--- src/rtl/jam_pkg.sv ---
// Shared constants, arbiter state encoding and a one-hot helper for the
// cost-ROM arbitration logic.
package jam_pkg;

  localparam int IDX_W    = 3;
  localparam int COST_W   = 7;
  localparam int NREQ_MAX = 8;

  typedef enum logic [0:0] {
    IDLE = 1'b0,
    OWN  = 1'b1
  } arb_state_t;

  // One-hot decode of an engine index; callers size-cast to their NREQ.
  function automatic logic [NREQ_MAX-1:0] onehot(input logic [2:0] idx);
    logic [NREQ_MAX-1:0] vec;
    vec = {{(NREQ_MAX-1){1'b0}}, 1'b1} << idx;
    return vec;
  endfunction

endpackage

--- src/rtl/jam_cost_arbiter_if.sv ---
// Solver-side bus of the cost arbiter: packed per-engine requests and
// addresses, plus the grant and tagged cost return.
interface jam_cost_arbiter_if import jam_pkg::*; #(
  parameter int NREQ = 4
) ();

  logic [NREQ-1:0]       req;
  logic [NREQ*IDX_W-1:0] req_w;
  logic [NREQ*IDX_W-1:0] req_j;
  logic [NREQ-1:0]       req_last;
  logic [NREQ-1:0]       gnt;
  logic [COST_W-1:0]     rd_cost;
  logic [NREQ-1:0]       rd_vld;

  // Solver array side.
  modport master (
    output req, req_w, req_j, req_last,
    input  gnt, rd_cost, rd_vld
  );

  // Arbiter side.
  modport slave (
    input  req, req_w, req_j, req_last,
    output gnt, rd_cost, rd_vld
  );

endinterface

--- src/rtl/jam_rr_pick.sv ---
// Combinational round-robin picker: first set request bit searching from
// ptr upward, wrapping modulo NREQ.
module jam_rr_pick #(
  parameter int NREQ  = 4,
  parameter int PTR_W = (NREQ > 1) ? $clog2(NREQ) : 1
) (
  input  logic [NREQ-1:0]  req,
  input  logic [PTR_W-1:0] ptr,
  output logic [PTR_W-1:0] winner,
  output logic             any
);

  logic [2*NREQ-1:0] rot_full;
  logic [NREQ-1:0]   rot;
  logic [PTR_W-1:0]  offset;
  logic [PTR_W:0]    sum;

  // Rotate requests so bit 0 is the engine at ptr.
  always_comb begin
    rot_full = {req, req} >> ptr;
    rot      = rot_full[NREQ-1:0];
  end

  // Lowest set bit of the rotated vector is the winner's distance from ptr.
  always_comb begin
    offset = '0;
    any    = 1'b0;
    for (int i = 0; i < NREQ; i++) begin
      if (!any && rot[i]) begin
        offset = PTR_W'(i);
        any    = 1'b1;
      end else begin
        offset = offset;
      end
    end
  end

  // Map the distance back to an absolute engine index modulo NREQ.
  always_comb begin
    sum = {1'b0, ptr} + {1'b0, offset};
    if (sum >= (PTR_W+1)'(NREQ)) begin
      winner = PTR_W'(sum - (PTR_W+1)'(NREQ));
    end else begin
      winner = PTR_W'(sum);
    end
  end

  // rot_full upper half only feeds the rotation.
  logic unused_rot;
  assign unused_rot = ^rot_full[2*NREQ-1:NREQ];

endmodule

--- src/rtl/jam_cost_arbiter.sv ---
// Round-robin burst arbiter sharing one combinational cost ROM between
// NREQ solver engines. Grant is held for a burst; each accepted beat
// registers the ROM address and the cost returns two cycles later tagged
// with the engine that issued it, even across a change of owner.
module jam_cost_arbiter import jam_pkg::*; #(
  parameter int NREQ      = 4,
  parameter int MAX_BURST = 8
) (
  input  logic              CLK,
  input  logic              RST,
  jam_cost_arbiter_if.slave bus,
  output logic [IDX_W-1:0]  ROM_W,
  output logic [IDX_W-1:0]  ROM_J,
  input  logic [COST_W-1:0] ROM_COST,
  output logic              busy
);

  localparam int PTR_W = (NREQ > 1) ? $clog2(NREQ) : 1;
  localparam int CNT_W = (MAX_BURST > 1) ? $clog2(MAX_BURST) : 1;
  localparam logic [CNT_W-1:0] CNT_LAST = CNT_W'(MAX_BURST - 1);
  localparam logic [PTR_W-1:0] PTR_TOP  = PTR_W'(NREQ - 1);

  arb_state_t        state, state_nxt;
  logic [NREQ-1:0]   gnt, gnt_nxt;
  logic [PTR_W-1:0]  owner, owner_nxt;
  logic [PTR_W-1:0]  ptr, ptr_nxt;
  logic [CNT_W-1:0]  beat_cnt, cnt_nxt;
  logic [PTR_W-1:0]  pick_idx;
  logic              pick_any;
  logic [NREQ-1:0]   owner_oh;
  logic [PTR_W-1:0]  owner_inc;

  logic [IDX_W-1:0]  sel_w, sel_j;
  logic              own_req, own_last, own_gnt;
  logic              accept, rel, abort;

  logic [NREQ-1:0]   tag1;
  logic [NREQ-1:0]   rd_vld;
  logic [COST_W-1:0] rd_cost;

  jam_rr_pick #(
    .NREQ  (NREQ),
    .PTR_W (PTR_W)
  ) u_pick (
    .req    (bus.req),
    .ptr    (ptr),
    .winner (pick_idx),
    .any    (pick_any)
  );

  // Select the owner's request, last flag, grant bit and addresses.
  always_comb begin
    sel_w    = '0;
    sel_j    = '0;
    own_req  = 1'b0;
    own_last = 1'b0;
    own_gnt  = 1'b0;
    for (int i = 0; i < NREQ; i++) begin
      if (owner == PTR_W'(i)) begin
        sel_w    = bus.req_w[i*IDX_W +: IDX_W];
        sel_j    = bus.req_j[i*IDX_W +: IDX_W];
        own_req  = bus.req[i];
        own_last = bus.req_last[i];
        own_gnt  = gnt[i];
      end else begin
        sel_w = sel_w;
      end
    end
  end

  // Owner decode, pointer advance and beat/release qualification.
  always_comb begin
    owner_oh  = NREQ'(onehot(3'(owner)));
    owner_inc = (owner == PTR_TOP) ? '0 : owner + PTR_W'(1);
    accept    = (state == OWN) && own_req && own_gnt;
    abort     = (state == OWN) && !own_req;
    rel       = accept && (own_last || (beat_cnt == CNT_LAST));
  end

  // FSM state register plus the registered grant bookkeeping.
  always_ff @(posedge CLK or posedge RST) begin
    if (RST) begin
      state    <= IDLE;
      gnt      <= '0;
      owner    <= '0;
      ptr      <= '0;
      beat_cnt <= '0;
    end else begin
      state    <= state_nxt;
      gnt      <= gnt_nxt;
      owner    <= owner_nxt;
      ptr      <= ptr_nxt;
      beat_cnt <= cnt_nxt;
    end
  end

  // Next-state: grab the port on any request, drop it on release or abort.
  always_comb begin
    state_nxt = state;
    case (state)
      IDLE: begin
        if (pick_any) begin
          state_nxt = OWN;
        end else begin
          state_nxt = IDLE;
        end
      end
      OWN: begin
        if (rel || abort) begin
          state_nxt = IDLE;
        end else begin
          state_nxt = OWN;
        end
      end
      default: state_nxt = IDLE;
    endcase
  end

  // FSM outputs: grant, owner, rotating pointer and burst beat counter.
  always_comb begin
    gnt_nxt   = gnt;
    owner_nxt = owner;
    ptr_nxt   = ptr;
    cnt_nxt   = beat_cnt;
    case (state)
      IDLE: begin
        cnt_nxt = '0;
        if (pick_any) begin
          gnt_nxt   = NREQ'(onehot(3'(pick_idx)));
          owner_nxt = pick_idx;
        end else begin
          gnt_nxt   = '0;
          owner_nxt = owner;
        end
      end
      OWN: begin
        if (rel || abort) begin
          gnt_nxt = '0;
          ptr_nxt = owner_inc;
          cnt_nxt = '0;
        end else if (accept) begin
          cnt_nxt = beat_cnt + CNT_W'(1);
        end else begin
          cnt_nxt = beat_cnt;
        end
      end
      default: begin
        gnt_nxt = '0;
        cnt_nxt = '0;
      end
    endcase
  end

  // Address stage: register ROM address on each beat and carry the owner tag.
  always_ff @(posedge CLK or posedge RST) begin
    if (RST) begin
      ROM_W <= '0;
      ROM_J <= '0;
      tag1  <= '0;
    end else begin
      if (accept) begin
        ROM_W <= sel_w;
        ROM_J <= sel_j;
      end
      tag1 <= accept ? owner_oh : '0;
    end
  end

  // Return stage: capture ROM data and strobe it to the tagged engine.
  always_ff @(posedge CLK or posedge RST) begin
    if (RST) begin
      rd_vld  <= '0;
      rd_cost <= '0;
    end else begin
      rd_vld <= tag1;
      if (tag1 != '0) begin
        rd_cost <= ROM_COST;
      end
    end
  end

  assign busy        = (state == OWN) | (|tag1) | (|rd_vld);
  assign bus.gnt     = gnt;
  assign bus.rd_vld  = rd_vld;
  assign bus.rd_cost = rd_cost;

endmodule
--- src/flat_wrapper.sv ---
// flat-port wrapper written by rule: the top's interface ports become plain ports
module jam_cost_arbiter_flat import jam_pkg::*;
#(
  parameter int NREQ      = 4,
  parameter int MAX_BURST = 8
)
  (CLK, RST, ROM_W, ROM_J, ROM_COST, busy, bus_req, bus_req_w, bus_req_j, bus_req_last, bus_gnt, bus_rd_cost, bus_rd_vld);
  jam_cost_arbiter_if #(.NREQ(NREQ)) bus_i ();
  input  logic CLK;
  input  logic RST;
  output logic [IDX_W-1:0] ROM_W;
  output logic [IDX_W-1:0] ROM_J;
  input  logic [COST_W-1:0] ROM_COST;
  output logic busy;
  input wire logic [$bits(bus_i.req)-1:0] bus_req;
  input wire logic [$bits(bus_i.req_w)-1:0] bus_req_w;
  input wire logic [$bits(bus_i.req_j)-1:0] bus_req_j;
  input wire logic [$bits(bus_i.req_last)-1:0] bus_req_last;
  output wire logic [$bits(bus_i.gnt)-1:0] bus_gnt;
  output wire logic [$bits(bus_i.rd_cost)-1:0] bus_rd_cost;
  output wire logic [$bits(bus_i.rd_vld)-1:0] bus_rd_vld;
  assign bus_i.req = bus_req;
  assign bus_i.req_w = bus_req_w;
  assign bus_i.req_j = bus_req_j;
  assign bus_i.req_last = bus_req_last;
  assign bus_gnt = bus_i.gnt;
  assign bus_rd_cost = bus_i.rd_cost;
  assign bus_rd_vld = bus_i.rd_vld;
  jam_cost_arbiter #(.NREQ(NREQ), .MAX_BURST(MAX_BURST)) u_core (.CLK(CLK), .RST(RST), .bus(bus_i), .ROM_W(ROM_W), .ROM_J(ROM_J), .ROM_COST(ROM_COST), .busy(busy));
endmodule
--- config.mk ---
export PLATFORM = sky130hd
export DESIGN_NAME = jam_cost_arbiter_flat
export DESIGN_NICKNAME = d
export VERILOG_FILES = /design/src/rtl/jam_pkg.sv /design/src/rtl/jam_cost_arbiter_if.sv /design/src/rtl/jam_rr_pick.sv /design/src/rtl/jam_cost_arbiter.sv /design/src/flat_wrapper.sv
export SDC_FILE = /design/constraint.sdc
export NUM_CORES = 1
export LEC_CHECK = 0
export BUFFER_PORTS_ARGS = -buffer_cell sky130_fd_sc_hd__buf_2
export CELL_PAD_IN_SITES_DETAIL_PLACEMENT = 1
export CELL_PAD_IN_SITES_GLOBAL_PLACEMENT = 1
export CORE_ASPECT_RATIO = 0.6
export CORE_UTILIZATION = 34
export CTS_CLUSTER_DIAMETER = 200
export DETAILED_ROUTE_END_ITERATION = 10
export PLACE_DENSITY = 0.72
export SYNTH_ARGS = -nofsm -noshare
export SYNTH_HDL_FRONTEND = slang
export SYNTH_SLANG_ARGS = --single-unit
--- constraint.sdc ---
create_clock -name CLK -period 2 [get_ports CLK]
set_input_delay 0.4 -clock CLK [delete_from_list [all_inputs] [get_ports CLK]]
set_output_delay 0.4 -clock CLK [all_outputs]
set_load 0.02 [all_outputs]
==> results of run 1 <==
==> cell type report <==
type	instances	share of cell area
flip-flops and latches	33	0.285
clock buffers	7	0.0297
repair buffers	114	0.258
multi-input cells	129	0.377
clock inverters	1	0.0103
inverters	8	0.0112
well taps	66	0.0284
==> through the flow <==
step	util	setup WS (ns)	total power [uW]	setup TNS (ns)
after CTS	0.518	-0.00270	4750	-0.00270
after global routing	0.567	-0.241	5980	-2.98
after detailed placement	0.474	-0.0994	3830	-1.04
after floorplan	-	0.0457	2820	0
after global placement	0.474	-0.0287	3750	-0.105
final	0.567	-0.142	5630	-1.53
==> cell usage after synthesis, drive strengths merged (2+ instances only) <==
master,count
dfrtp,33
a21oi,22
nor2,11
nor2b,11
nand2,9
inv,8
a221oi,7
buf,7
ha,7
mux2,7
nor3,7
nand3,5
and2,3
clkbuf,3
nor4,3
o2bb2ai,3
o311ai,3
or3,3
a211oi,2
a31oi,2
a32o,2
nand3b,2
nor3b,2
o211ai,2
o21a,2
o22ai,2
or2,2
==> metal layers <==
| layer | wire, um | GRT usage | share of wire | up-vias |
|---|---|---|---|---|
| met2 | 3460 | 0.347 | 0.50 | 63 |
| met1 | 2950 | 0.300 | 0.43 | 943 |
| met4 | 138 | 0.0384 | 0.020 | 0 |
| met3 | 366 | 0.0558 | 0.053 | 14 |
| met5 | 0 | 0 | 0 | - |
| li1 | - | - | - | 885 |
==> worst max-delay path by stage <==
| stage | start | end | cells past startpoint |
|---|---|---|---|
| floorplan | u_core.owner[0] | u_core.beat_cnt[0] | 8 |
| global placement | bus_req[3] | u_core.bus.gnt[0] | 8 |
| CTS | u_core.owner[1] | u_core.ROM_W[2] | 9 |
| finish | u_core.owner[1] | u_core.ROM_J[2] | 10 |
| global route | u_core.owner[1] | u_core.ROM_J[1] | 9 |
| detailed placement | u_core.owner[0] | u_core.beat_cnt[0] | 7 |
==> timing repair <==
item,in CTS,in global routing
pin swaps,0,15
buffers inserted,3,16
setup endpoints to repair,19,19
gates cloned,1,0
resized for setup,15,38
==> logic make-up after synthesis <==
kind of cell / count (synthesis) / share of synthesized area
buffers and inverters: 18 / 0.0497
muxes: 8 / 0.0483
and+or+nand+nor: 61 / 0.198
DFF: 33 / 0.449
xor gates and xnor gates: 2 / 0.00953
AOI/OAI and AO/OA: 51 / 0.197
adders and majority gates: 7 / 0.0476
==> critical path, stage by stage, from the launching register on <==
cell	delay, ns
dfrtp_1	0.46
inv_2	0.13
ha_4	0.17
buf_6	0.10
nand3b_4	0.07
a2111o_1	0.46
nor3_4	0.25
buf_6	0.14
buf_12	0.13
nor2_2	0.05
a21oi_2	0.10
==> flip-flops by register name, summed over array words and instances (netlist names) <==
register	flops
u_core.ROM_W	3
u_core.ROM_J	3
u_core.bus.rd_vld	4
u_core.owner	2
u_core.ptr	2
u_core.bus.rd_cost	7
u_core.bus.gnt	4
u_core.tag1	4
u_core.beat_cnt	3
u_core.state	1
==> report_power, final <==
group	internal [uW]	switching (uW)	total (uW)
combinational	1850	1910	3770
sequential	925	256	1180
clock	407	272	679
==> impl_results.md, run 1 <==
- Run status: complete, but fails checks
- Failing checks: setup timing
- Highest clock rate: 0.467 GHz
- Cell taking the most area after synthesis: dfrtp_1
- Reg-to-Reg Start: u_core.owner[1]
- Detailed Place HPWL: 4.06 mm
- Worst endpoint required time: 2.22 ns
- Root Driver: clkbuf_8
- Most common cell after layout, fill and taps aside: buf_2
- Number of global-route vias before repair: 1882
- Flop2flop setup slack: -0.14 ns
- Post-synthesis sequential area ratio: 0.449
- Initial antenna violation count: 0
- Maximum clock path buffer count: 2
- Antenna cells: 0
- Placed cell count: 331
- Post-synth EDFFs: 0
- Commonest cells after routing, fill and taps aside: buf_2 (62), buf_4 (45), dfrtp_1 (30)
- FF+latch area: 830 um2
- Crit path time final: 2.14 ns
- Clock sink count: 33
- Vias: 1905
- Synth top area cells: dfrtp_1 (45%), a21oi_1 (4.9%), ha_1 (4.8%)
- RSZ-0062 raised after global routing: yes
- Leakage: 0.00139 uW
- Kind of critical path: flop to flop
- Worst slew margin: 0.648
- R2R cell count: 10
- Die Span Y: 59.0 um
- Yosys top cell area share: 0.449
- Reg clk slew, reported paths: 0.09 ns
- Grt ovf: 0
- Post-route ant nets: 0
- Async set-reset flop share out of synthesis: 1.00
- Worst Setup Start Kind: flop
- Mapped Area: 1840 um2
- Vias per cell: 5.32
- Cts-stage hold buffer count: 0
- Clk_lat worst skew: 0.30 ns
- I/O pin count: 63
- Final WS setup: -0.142 ns
- DP Area: 2430 um2
- Worst setup EP type: flop
- Yosys cell types: 46
- Min-delay worst type: primary input to async pin
- Initial drt markers: 90
- CTS tree: done
- Cts bufs inserted: 5
- Global-route wire length before repair: 9.55 mm
- Max-Cap Viols: 0
- Starting Density: 0.358
- Area occupied by multi-input gates: 1100 um2
- Full die area: 5710 um2
- Largest net degree at the start of global routing: 34
- Rows: 20
- Fin. max-slew vios: 0
- Core area: 5130 um2
- Post-Syn Instances: 180
- DRC: 0
- Final setup fails: 16
- Pre-Repair DR Iteration Count: 4
- Share of cells above drive strength 1: 0.589
- Crit share post-route: 1.07
- Area Growth Syn to Fin: 58.3%
- Mean post-synth cell area: 10.2 um2
- Primary FF master, synth: dfrtp_1
- Reg2reg end: u_core.ROM_J[2]
- PortBufs: 62
- Max FO, Critical Path: 6
- Post-route cell area: 2910 um2
- Fillcell total: 588
- GPL Wtd Cong: 0.896
- Worst slew pin tran: 0.526 ns
- Net count reported at finish: 339
- PD cells: 1930 nW/um2
- WL/cell: 19.3 um
- Flops & latches, synth: 33
- Total wire length: 6.92 mm
- Final Hold Fails: 0
- Worst hold margin: 0.186 ns
- Layout Skew: 0.0193 ns
- Tot GR Track Use: 0.216
- Fin cells: 358
- Die width: 96.9 um
- Max VDD drop: 0.710 mV
- Arr. time, crit path: 2.36 ns
- Synth warnings: 0
- # H-tree levels: 2
- Syn nets: 228
Power figures use the tool's default switching activity.
==> run 2, diff against run 1 <==
CORE_ASPECT_RATIO = 2   (was 0.6)
GPL_TIMING_DRIVEN = 0   (was unset)
TNS_END_PERCENT = 30   (was unset)
==> impl_results.md, run 2 (synthesized netlist as in run 1, its figures left out) <==
- Fin. max-slew vios: 0 (unchanged)
- Reg-to-Reg Start: u_core.ptr[1]
- Share of cells above drive strength 1: 0.511 (-0.0778)
- Clk_lat worst skew: 0.29 ns (about the same)
- Post-layout util: 0.514 (-0.0533)
- Min-delay worst type: primary input to async pin
- CP max stage cell: dfrtp_1
- I/O pin count: 63 (unchanged)
- DP Area: 2220 um2 (-8.8%)
- Worst slew margin: 0.671 (+0.0226)
- GPL Wtd Cong: 0.772 (-14%)
- TNS Setup: -0.00211 ns (+1.53 ns)
- Die Span Y: 106 um (+80%)
- Post-route ant nets: 0 (unchanged)
- Sequential power share: 0.228 (+0.018)
- Largest register FFs: 7 (unchanged)
- Delay of the slowest critical-path stage: 0.34 ns (-0.12 ns)
- Pint: 2730 uW (-14%)
- Detailed Place HPWL: 3.93 mm (-3.3%)
- Maximum clock path buffer count: 2 (unchanged)
- R2R cell count: 9 (-1)
- Net switching power figure: 2130 uW (-13%)
- Highest clock rate: 0.499 GHz (+7.0%)
- Cts bufs inserted: 5 (unchanged)
- Max VDD drop: 0.940 mV (+32%)
- Number of global-route vias before repair: 1793 (-4.7%)
- Reg2reg end: u_core.bus.gnt[0]
- Max-Cap Viols: 0 (unchanged)
- Rows: 37 (+85%)
- Vias per cell: 5.39 (+1.3%)
- Antenna cells: 0 (unchanged)
- Grt ovf: 0 (unchanged)
- Net count reported at finish: 313 (-7.7%)
- Reg with most FFs: u_core.bus.rd_cost
- Failing checks: setup timing
- Worst setup EP type: flop
- Full die area: 5720 um2 (+0.15%)
- Final WS setup: -0.00211 ns (+0.140 ns)
- Reg clk slew, reported paths: 0.08 ns (about the same)
- Max FO, Critical Path: 8 (+2)
- Die width: 54.0 um (-44%)
- RSZ-0062 raised after global routing: yes
- Clock sink count: 33 (unchanged)
- Run status: complete, but fails checks
- Crit share post-route: 1.00 (-0.0698)
- Clock Power Share: 0.137 (+0.016)
- Cts-stage hold buffer count: 0 (unchanged)
- Commonest cells after routing, fill and taps aside: buf_2 (63), dfrtp_1 (32), buf_4 (14)
- Starting Density: 0.354 (-0.00380)
- WL/cell: 17.0 um (-12%)
- Layout Skew: 0.0104 ns (-0.00883 ns)
- Combinational group share of total power: 0.635 (-0.034)
- Flop2flop setup slack: -0.002 ns (+0.14 ns)
- Leakage: 0.00124 uW (-11%)
- Initial drt markers: 16 (-82%)
- Crit path time final: 2.00 ns (-0.140 ns)
- PD cells: 1820 nW/um2 (-5.8%)
- Vias: 1746 (-8.3%)
- Final Hold Fails: 0 (unchanged)
- Total wire length: 5.50 mm (-20%)
- # H-tree levels: 2 (unchanged)
- CP cell instances: buf_6 > inv_1 > or3_1 > o211ai_1 > o21a_1 > ha_2 > xor2_2 > xnor2_2 > a32o_1
- Most common cell after layout, fill and taps aside: buf_2
- Worst endpoint required time: 2.18 ns (-0.04 ns)
- Largest net degree at the start of global routing: 34 (unchanged)
- Core area: 5180 um2 (+1.1%)
- Post-route cell area: 2670 um2 (-8.4%)
- Sw Ratio: 0.438 (+0.00435)
- Final setup fails: 1 (-15)
- Worst Setup Start Kind: flop
- Worst slew pin tran: 0.492 ns (-0.0338 ns)
- Global-route wire length before repair: 8.52 mm (-11%)
- Worst slack, placed: -0.338 ns (-0.238 ns)
- Kind of critical path: flop to flop
- DRC: 0 (unchanged)
- Initial antenna violation count: 0 (unchanged)
- Pre-Repair DR Iteration Count: 4 (unchanged)
- CTS tree: done
- Arr. time, crit path: 2.18 ns (-0.18 ns)
- PortBufs: 61 (-1.6%)
- Tot GR Track Use: 0.205 (-0.0109)
- Root Driver: clkbuf_8
- Area Growth Syn to Fin: 45.0%
## run 2: cell type report
type	instances	area [um2]
fill	627	2520
multi-input combinational	129	1070
sequential	33	827
timing repair buffer	80	483
clock buffer	7	86.3
tap	58	72.6
buffer	8	66.3
inverter	8	32.5
clock inverter	1	30.0
## run 2: critical path: cells and delay by family, from the launching register on
| family | cells | cell delay, ns |
|---|---|---|
| DFF | 1 | 0.34 |
| xor gates and xnor gates | 2 | 0.31 |
| buffers and inverters | 2 | 0.19 |
| AOI/OAI and AO/OA | 3 | 0.52 |
| and+or+nand+nor | 1 | 0.31 |
| adders and majority gates | 1 | 0.19 |
## run 2: what timing repair did
item | CTS | global route
gates cloned | 0 | 1
gates resized for setup | 20 | 23
setup buffers | 8 | 9
pin swaps | 7 | 4
endpoints found under the setup margin | 21 | 22
## run 2: worst max path at each step
| stage | startpoint | depth (start not counted) | to |
|---|---|---|---|
| 2_1_floorplan | u_core.owner[0] | 8 | u_core.beat_cnt[0] |
| 3_3_place_gp | u_core.owner[0] | 8 | u_core.beat_cnt[0] |
| 3_5_place_dp | u_core.owner[0] | 8 | u_core.beat_cnt[0] |
| 4_1_cts | u_core.owner[0] | 8 | u_core.ROM_J[1] |
| 5_1_grt | u_core.ptr[1] | 9 | u_core.bus.gnt[1] |
| 6_report | u_core.ptr[1] | 9 | u_core.bus.gnt[0] |
## run 2: stage by stage
stage	power [uW]	cells	hold slack (ns)
after global routing	5180	324	0.0575
after detailed placement	3490	299	0.385
final	4860	324	0.0474
after CTS	4500	313	0.336
after global placement	3420	299	0.378
after floorplan	2820	180	0.372
## run 2: power by group through the flow
stage	Sequential [uW]	Combinational [uW]	Clock, uW
finish	1110	3080	668
detailed placement	1090	2400	0
CTS	1080	2740	673
global placement	1070	2340	0
floorplan	1260	1560	0
global route	1130	3350	699
## run 2: routing by layer
layer / global-route usage / routed length, um / share of wire
met5: 0 / 0 / 0
met4: 0.0934 / 134 / 0.024
met3: 0.0329 / 149 / 0.027
met2: 0.355 / 3220 / 0.59
met1: 0.232 / 2000 / 0.36
==> run 3, diff against run 2 <==
MAX_ROUTING_LAYER = met4   (was unset)
==> impl_results.md, run 3 (synthesized netlist as in run 1, its figures left out) <==
- Worst slew pin tran: 0.555 ns (+0.0630 ns)
- Area Growth Syn to Fin: 45.0% (unchanged)
- Fin. max-slew vios: 0 (unchanged)
- Initial antenna violation count: 0 (unchanged)
- Rows: 37 (unchanged)
- Delay of the slowest critical-path stage: 0.34 ns (about the same)
- Min-delay worst type: primary input to async pin
- Highest clock rate: 0.500 GHz (+0.20%)
- Full die area: 5720 um2 (unchanged)
- Core area: 5180 um2 (unchanged)
- Fillcell total: 626 (-0.16%)
- PD cells: 1820 nW/um2 (-0.18%)
- Max FO, Critical Path: 8 (unchanged)
- Max-Cap Viols: 0 (unchanged)
- Largest net degree at the start of global routing: 34 (unchanged)
- Arr. time, crit path: 2.17 ns (about the same)
- Reg clk slew, reported paths: 0.08 ns (about the same)
- RSZ-0062 raised after global routing: yes
- Crit path time final: 2.00 ns (-0.00395 ns)
- Clk_lat worst skew: 0.29 ns (about the same)
- FF+latch area: 827 um2 (unchanged)
- CP max stage cell: dfrtp_1
- Pre-Repair DR Iteration Count: 4 (unchanged)
- Root Driver: clkbuf_8
- Commonest cells after routing, fill and taps aside: buf_2 (63), dfrtp_1 (32), buf_4 (14)
- Largest register FFs: 7 (unchanged)
- Sw Ratio: 0.437 (-0.000926)
- Starting Density: 0.354 (unchanged)
- Share of cells above drive strength 1: 0.511 (unchanged)
- Leakage: 0.00124 uW (unchanged)
- I/O pin count: 63 (unchanged)
- Kind of critical path: flop to flop
- Crit share post-route: 0.999 (-0.00197)
- Final Hold Fails: 0 (unchanged)
- Net count reported at finish: 313 (unchanged)
- Total wire length: 5.47 mm (-0.53%)
- Worst slew margin: 0.628 (-0.0431)
- Worst setup EP type: flop
- Initial drt markers: 15 (-1)
- Antenna cells: 0 (unchanged)
- Most common cell after layout, fill and taps aside: buf_2
- # H-tree levels: 2 (unchanged)
- Sequential power share: 0.228 (about the same)
- Layout Skew: 0.00954 ns (-0.000898 ns)
- Combinational group share of total power: 0.635 (about the same)
- Worst endpoint required time: 2.18 ns (about the same)
- Worst Setup Start Kind: flop
- Die Span Y: 106 um (unchanged)
- Worst Path Buf+Inv: 2 (unchanged)
- Net switching power figure: 2120 uW (-0.39%)
- Clock Power Share: 0.136 (about the same)
- Max VDD drop: 0.935 mV (-0.52%)
- GPL Wtd Cong: 0.783 (+1.4%)
- Cts bufs inserted: 5 (unchanged)
- PortBufs: 61 (unchanged)
- Die width: 54.0 um (unchanged)
- Power Total: 4850 uW (-0.18%)
- Maximum clock path buffer count: 2 (unchanged)
- WL/cell: 16.9 um (-0.53%)
- Grt ovf: 0 (unchanged)
- Clock sink count: 33 (unchanged)
- Vias: 1732 (-0.80%)
- Final setup fails: 0 (-1)
- Tot GR Track Use: 0.210 (+0.00503)
- CP cell instances: buf_6 > inv_1 > or3_1 > o211ai_1 > o21a_1 > ha_2 > xor2_2 > xnor2_2 > a32o_1
- Area occupied by multi-input gates: 1070 um2 (unchanged)
- Run status: completed
- Family with the most delay on the worst path: compound AO/OA/AOI/OAI gates
- Vias per cell: 5.35 (-0.80%)
- Reg with most FFs: u_core.bus.rd_cost
- CTS tree: done
- Detailed Place HPWL: 3.93 mm (unchanged)
- DRC: 0 (unchanged)
- Global-route wire length before repair: 8.51 mm (-0.16%)
- Pint: 2730 uW (about the same)
- Number of global-route vias before repair: 1801 (+0.45%)
- Post-route ant nets: 0 (unchanged)
- Post-layout util: 0.514 (unchanged)
[run 3: cell counts in the layout (fill, tap and decap cells not counted)]
Identical to the previous run, type by type.
[run 3: through the flow]
| step | instance area (um2) | cells | hold slack (ns) | worst slack (ns) | setup TNS, ns |
|---|---|---|---|---|---|
| final | 2670 | 324 | 0.0840 | 0.00184 | 0 |
| after global routing | 2670 | 324 | 0.106 | -0.110 | -0.932 |
| after CTS | 2470 | 313 | 0.336 | -0.0602 | -0.305 |
| after detailed placement | 2220 | 299 | 0.385 | -0.338 | -3.84 |
| after global placement | 2220 | 299 | 0.378 | -0.276 | -3.28 |
| after floorplan | 1840 | 180 | 0.372 | 0.0457 | 0 |
[run 3: worst paths after layout]
kind	startpoint	endpoint	slack, ns	cells past startpoint
min	RST	u_core.ROM_J[1]	0.08	2
max in group asynchronous	RST	u_core.owner[0]	1.46	3
max	u_core.ptr[1]	u_core.bus.gnt[0]	0.002	9
min in group CLK	ROM_COST[6]	u_core.bus.rd_cost[6]	0.34	2
max reg2reg	u_core.ptr[1]	u_core.bus.gnt[0]	0.002	9
min reg2reg	u_core.tag1[0]	u_core.bus.rd_vld[0]	0.43	0
[run 3: power by group through the flow]
stage,combinational [uW],clock (uW),sequential (uW)
6_report,3080,661,1110
3_3_place_gp,2340,0,1070
2_1_floorplan,1560,0,1260
5_1_grt,3350,700,1140
3_5_place_dp,2400,0,1090
4_1_cts,2740,673,1080
[run 3: area by class of cell]
cell class	count	share of cell area
inverter	8	0.0122
buffer	8	0.0249
clock buffer	7	0.0324
tap	58	0.0272
sequential	33	0.310
clock inverter	1	0.0113
timing repair buffer	80	0.181
multi-input combinational	129	0.400
[run 3: metal layers]
metal,GRT usage,part of all wire
met5,-,0
met4,0.0934,0.024
met3,0.0329,0.027
met2,0.356,0.59
met1,0.230,0.36
[run 3: worst reg2reg max path, stage by stage, from the launching register on]
cell and delay, ns:
dfrtp_1 0.34, buf_6 0.13, inv_1 0.06, or3_1 0.31, o211ai_1 0.11, o21a_1 0.16
ha_2 0.19, xor2_2 0.17, xnor2_2 0.14, a32o_1 0.26
[run 3: what timing repair did]
action / 4_1_cts / 5_1_grt
buffers inserted: 8 / 9
gates cloned: 0 / 1
hold buffers: 0 / 0
pin swaps: 7 / 4
setup endpoints to repair: 21 / 22
resized for setup: 20 / 23
